==> src/rtl/cic_comb_decim_if.sv <==
// Decimated result channel of the comb stage: dout/dout_valid offered by the
// comb, dout_ready returned by the consumer.
interface cic_comb_decim_if #(
  parameter int W = 16
);
  // A result transfers on any rising edge where dout_valid and dout_ready are
  // both high; while dout_valid=1 and dout_ready=0 the source holds dout stable.
  logic [W-1:0] dout;
  logic         dout_valid;
  logic         dout_ready;

  modport master (output dout, output dout_valid, input dout_ready);
  modport slave  (input dout, input dout_valid, output dout_ready);
endinterface

==> src/rtl/cic_comb_decim.sv <==
// Decimating comb (N=1, M=1) behind an integrator: every R enabled samples it
// emits acc minus the acc seen at the previous strobe, with sticky overrun flag.
module cic_comb_decim #(
  parameter int W  = 16,
  parameter int R  = 4,
  parameter int CW = $clog2(R)
) (
  input  logic                    clk,
  input  logic                    rst,
  input  logic                    clr,
  input  logic                    en,
  input  logic [W-1:0]            acc,
  cic_comb_decim_if.master        out,
  output logic                    ovf
);

  generate
    if (R < 2) begin : g_bad_r
      $error("cic_comb_decim: R must be at least 2");
    end
  endgenerate

  // Reset asserts immediately but releases two edges later, in step with clk.
  logic [1:0] rst_sync;
  logic       rst_hold;

  always_ff @(posedge clk or posedge rst) begin
    if (rst) begin
      rst_sync <= 2'b11;
    end else begin
      rst_sync <= {rst_sync[0], 1'b0};
    end
  end

  assign rst_hold = rst_sync[1];

  logic [CW-1:0] cnt;
  logic [W-1:0]  prev;
  logic [W-1:0]  dout_q;
  logic          valid_q;
  logic          sample;
  logic          strobe;
  logic [W-1:0]  res;

  assign sample = en & ~clr;
  assign strobe = sample && (cnt == CW'(R - 1));
  assign res    = acc - prev;

  always_ff @(posedge clk or posedge rst) begin
    if (rst) begin
      cnt     <= '0;
      prev    <= '0;
      dout_q  <= '0;
      valid_q <= 1'b0;
      ovf     <= 1'b0;
    end else if (rst_hold || clr) begin
      cnt     <= '0;
      prev    <= '0;
      dout_q  <= '0;
      valid_q <= 1'b0;
      ovf     <= 1'b0;
    end else begin
      if (strobe) begin
        cnt  <= '0;
        prev <= acc;
      end else if (sample) begin
        cnt <= cnt + 1'b1;
      end

      // A dropped result still advances prev so the next window stays correct.
      if (strobe) begin
        if (!valid_q || out.dout_ready) begin
          dout_q  <= res;
          valid_q <= 1'b1;
        end else begin
          ovf <= 1'b1;
        end
      end else if (valid_q && out.dout_ready) begin
        valid_q <= 1'b0;
      end
    end
  end

  assign out.dout       = dout_q;
  assign out.dout_valid = valid_q;

endmodule

==> src/flat_wrapper.sv <==
// flat-port wrapper written by rule: the top's interface ports become plain ports
module cic_comb_decim_flat 
#(
  parameter int W  = 16,
  parameter int R  = 4,
  parameter int CW = $clog2(R)
)
  (clk, rst, clr, en, acc, ovf, out_dout, out_dout_valid, out_dout_ready);
  cic_comb_decim_if #(.W(W)) out_i ();
  input  logic clk;
  input  logic rst;
  input  logic clr;
  input  logic en;
  input  logic [W-1:0] acc;
  output logic ovf;
  output wire logic [$bits(out_i.dout)-1:0] out_dout;
  output wire logic [$bits(out_i.dout_valid)-1:0] out_dout_valid;
  input wire logic [$bits(out_i.dout_ready)-1:0] out_dout_ready;
  assign out_dout = out_i.dout;
  assign out_dout_valid = out_i.dout_valid;
  assign out_i.dout_ready = out_dout_ready;
  cic_comb_decim #(.W(W), .R(R), .CW(CW)) u_core (.clk(clk), .rst(rst), .clr(clr), .en(en), .acc(acc), .out(out_i), .ovf(ovf));
endmodule
==> config.mk <==
export PLATFORM = sky130hd
export DESIGN_NAME = cic_comb_decim_flat
export DESIGN_NICKNAME = d
export VERILOG_FILES = /design/src/rtl/cic_comb_decim_if.sv /design/src/rtl/cic_comb_decim.sv /design/src/flat_wrapper.sv
export SDC_FILE = /design/constraint.sdc
export NUM_CORES = 1
export LEC_CHECK = 0
export CORE_MARGIN = 1.5
export CORE_UTILIZATION = 48
export CTS_BUF_LIST = sky130_fd_sc_hd__clkbuf_16
export DETAILED_ROUTE_END_ITERATION = 16
export HOLD_SLACK_MARGIN = 0.08
export MAX_ROUTING_LAYER = met4
export PLACE_DENSITY = 0.75
export SYNTH_ARGS = -nofsm -noshare
export SYNTH_HDL_FRONTEND = slang
export SYNTH_SLANG_ARGS = --single-unit
==> constraint.sdc <==
create_clock -name clk -period 2.2 [get_ports clk]
set_clock_uncertainty 0.1 [all_clocks]
set_input_delay 0.44 -clock clk [delete_from_list [all_inputs] [get_ports clk]]
set_output_delay 0.44 -clock clk [all_outputs]
set_load 0.01 [all_outputs]
==> flow_summary_export.csv <==
group,metric,value,unit
yosys,synth_top_area_frac,0.4007,
critical_path,cp_data_arrival_time,2.26,ns
final_layout,regArea,953.4,um2
final_layout,syn_to_final_growth,51.81,%
final_layout,nNetsFinal,369,
yosys,syn_avg_cell_area,9.253,um2
clocking,cts_max_level,2,
critical_path,cp_num_cells,8,
yosys,synth_flop_cell,"dfrtp_1",
global_routing,grt_util_all_layers,0.2458,
placement,place_congestion,0.9033,
final_layout,utilization,0.7680,
final_layout,fillCellCount,291,
global_routing,antenna_found_initial,0,
timing,maxSlewViolCount,0,
final_layout,multi_input_area,1369,um2
die,coreArea,4444,um2
run_status,status,"complete, but fails checks",
flow_run,maxCapViolCount,0,
yosys,synthDistinctLibCells,47,
timing,period_needed,2.189,ns
die,fp.dieH,71.44,um
global_routing,grt_max_degree,39,
critical_path,crit_fanout,4,
timing,post-route-period-util,0.9948,
critical_path,worst-r2r-setup-slack,0.01,ns
timing,fin_ws,0.01148,ns
yosys,synthTopCellsByArea,"dfrtp_1, ha_1, nand2_1",
power_and_ir_drop,leakage,0.001525,uW
timing,finalSetupViolCount,0,
timing,hold_viol_final,0,
critical_path,crit_start,"u_core.prev[0]",
yosys,ys_seq_area_frac,0.4240,
die,num_rows,24,
critical_path,reg2reg_depth,8,
critical_path,path_class,"reg2reg",
final_layout,drive_above_1_share,0.2810,
clocking,clk-insertion-delay-late,0.29,ns
clocking,root_buffer,"clkbuf_16",
min_path,hp-start,"u_core.rst_sync[0]",
power_and_ir_drop,peakVddDrop,0.3577,mV
critical_path,rr_endpoint,"u_core.out.dout[14]",
yosys,syn_inst,243,
clocking,ctsLongestPathBuffers,2,
yosys,syn-cell-area,2248,um2
timing,setup_tns,0,ns
critical_path,cp_num_buf_inv,0,
critical_path,endpoint,"u_core.out.dout[14]",
clocking,path_clk_slew,0.06,ns
timing,fmax,0.4569,GHz
critical_path,cp_cell_sequence,"ha_2 -> fa_2 -> nor2b_4 -> o21bai_2 -> a31o_4 -> o21ai_1 -> xor2_1 -> a22o_1",
route,drtIter0Drc,228,
clocking,clock-sinks,38,
timing,hold_slack,0.2627,ns
final_layout,antennaDiodeCount,0,
critical_path,critPathCaptureType,"flop",
yosys,ys.warnings.count,0,
die,io_pins,39,
die,start_util,0.5059,
power_and_ir_drop,p_per_area,543.5,nW/um2
clocking,tritoncts,"yes",
global_routing,grt_pass1_wl,9.439,mm
yosys,async_flop_share,1.000,
route,vias,2159,
clocking,numCtsBuffers,5,
placement,dp.cells,366,
critical_path,worst_setup_path_start_kind,"flop",
min_path,worstHoldPathType,"reg2reg",
run_status,violations,"DRC",
critical_path,cp_top_family,"compound AO/OA/AOI/OAI gates",
route,drc,1,
critical_path,slowest_stage,"dfrtp_1",
die,dieArea,5104,um2
yosys,yosysTopAreaCell,"dfrtp_1",
global_routing,grt_pass1_vias,1945,
route,ant_nets,0,
yosys,synth-edff-count,0,
final_layout,instances_no_fill,383,
critical_path,max_stage_delay,0.40,ns
placement,dp_hpwl,3.695,mm
die,fp.dieW,71.44,um
route,dr.pass1.iters,14,
placement,numPortBuffers,38,
critical_path,cp.required,2.27,ns
yosys,syn_nets,282,
route,via_per_inst,5.637,
global_routing,globalRouteOverflowTotal,0,
critical_path,r2r-start,"u_core.prev[0]",
route,finalWirelength,6.431,mm
route,wl_per_cell,16.79,um
yosys,ys_ff_latch,38,
placement,pre_cts_ws,-0.5687,ns
[per-layer routing]
| metal | global-route usage | up-vias | part of all wire |
|---|---|---|---|
| li1 | - | 1017 | - |
| met1 | 0.3216 | 1037 | 0.43 |
| met2 | 0.3707 | 84 | 0.48 |
| met3 | 0.05063 | 21 | 0.047 |
| met4 | 0.1068 | 0 | 0.037 |
| met5 | - | - | 0 |
[sequential cells by signal, indices dropped and copies added (netlist names)]
signal                 flops
u_core.out.dout           16
u_core.ovf                 1
u_core.cnt                 2
u_core.out.dout_valid      1
u_core.rst_sync            2
u_core.prev               16
[cells in the final DEF (no fill, tap or decap), types with 3 or more instances in the layout]
cell type,instances
buf_4,50
nand2_1,45
dfrtp_1,36
clkdlybuf4s50_1,27
a21oi_1,25
inv_1,18
a22o_1,11
ha_4,10
nor2_1,8
xor2_1,8
dlymetal6s2s_1,7
ha_1,6
clkbuf_16,5
o31ai_1,4
xnor2_1,4
nand4_1,3
o21a_1,3
o21ai_1,3
a31oi_1,3
[worst min-delay path by stage]
stage	endpoint	slack (ns)	cells past startpoint
finish	u_core.rst_sync[1]	0.26	0
detailed placement	u_core.rst_sync[1]	0.25	0
global route	u_core.rst_sync[1]	0.27	0
global placement	u_core.rst_sync[1]	0.25	0
CTS	u_core.rst_sync[1]	0.26	0
floorplan	u_core.rst_sync[1]	0.25	0
[area by class of cell]
type                    instances  share of cell area
clock buffers                   5             0.03666
repair buffers                 89              0.2302
inverters                      20             0.02199
multi-input cells             176              0.4010
clock inverters                 3             0.01173
flip-flops and latches         38              0.2793
well taps                      52             0.01906
[timing repair]
item | 4_1_cts | 5_1_grt
hold endpoints to repair | 0 | 0
hold buffers | 0 | 0
pin swaps | 5 | 12
cloned | 0 | 0
setup buffers | 4 | 5
setup endpoints to repair | 9 | 9
gates resized for setup | 21 | 22
[kinds of logic after synthesis]
group | after synthesis | share of synthesized area
and+or+nand+nor | 73 | 0.1469
AOI/OAI and AO/OA | 70 | 0.2176
DFF | 38 | 0.4240
buffers and inverters | 29 | 0.05064
adders and majority gates | 18 | 0.1035
xor gates and xnor gates | 12 | 0.04674
muxes | 2 | 0.008904
other | 1 | 0.001668
[worst reg2reg max path: stages, from the launching register on]
cell and delay [ns]:
dfrtp_1 0.40, ha_2 0.19, fa_2 0.37, nor2b_4 0.14, o21bai_2 0.12, a31o_4 0.29, o21ai_1 0.17, xor2_1 0.09
a22o_1 0.20
[report_power, final]
group | internal, uW | leakage (uW) | switching, uW
clock network | 530 | 0.0000836 | 291
registers | 707 | 0.000522 | 2.86
logic | 164 | 0.000920 | 160
[Yosys cell counts, types with 3 or more instances]
master / instances
o21a_1: 3
xnor2_1: 4
nand4_1: 3
inv_1: 20
xor2_1: 8
nor2_1: 8
a22o_1: 11
o31ai_1: 4
o21ai_0: 4
dfrtp_1: 36
ha_1: 17
clkbuf_1: 5
a31oi_1: 3
nand2_1: 46
buf_2: 4
a21oi_1: 28
[per-stage QoR]
stage | power (uW) | instance area, um2
floorplan | 856.5 | 2253
detailed placement | 989.1 | 2988
finish | 1855 | 3413
global placement | 985.0 | 2988
global route | 1912 | 3413
CTS | 1824 | 3273
No activity file was read; power rests on OpenSTA's default activity.
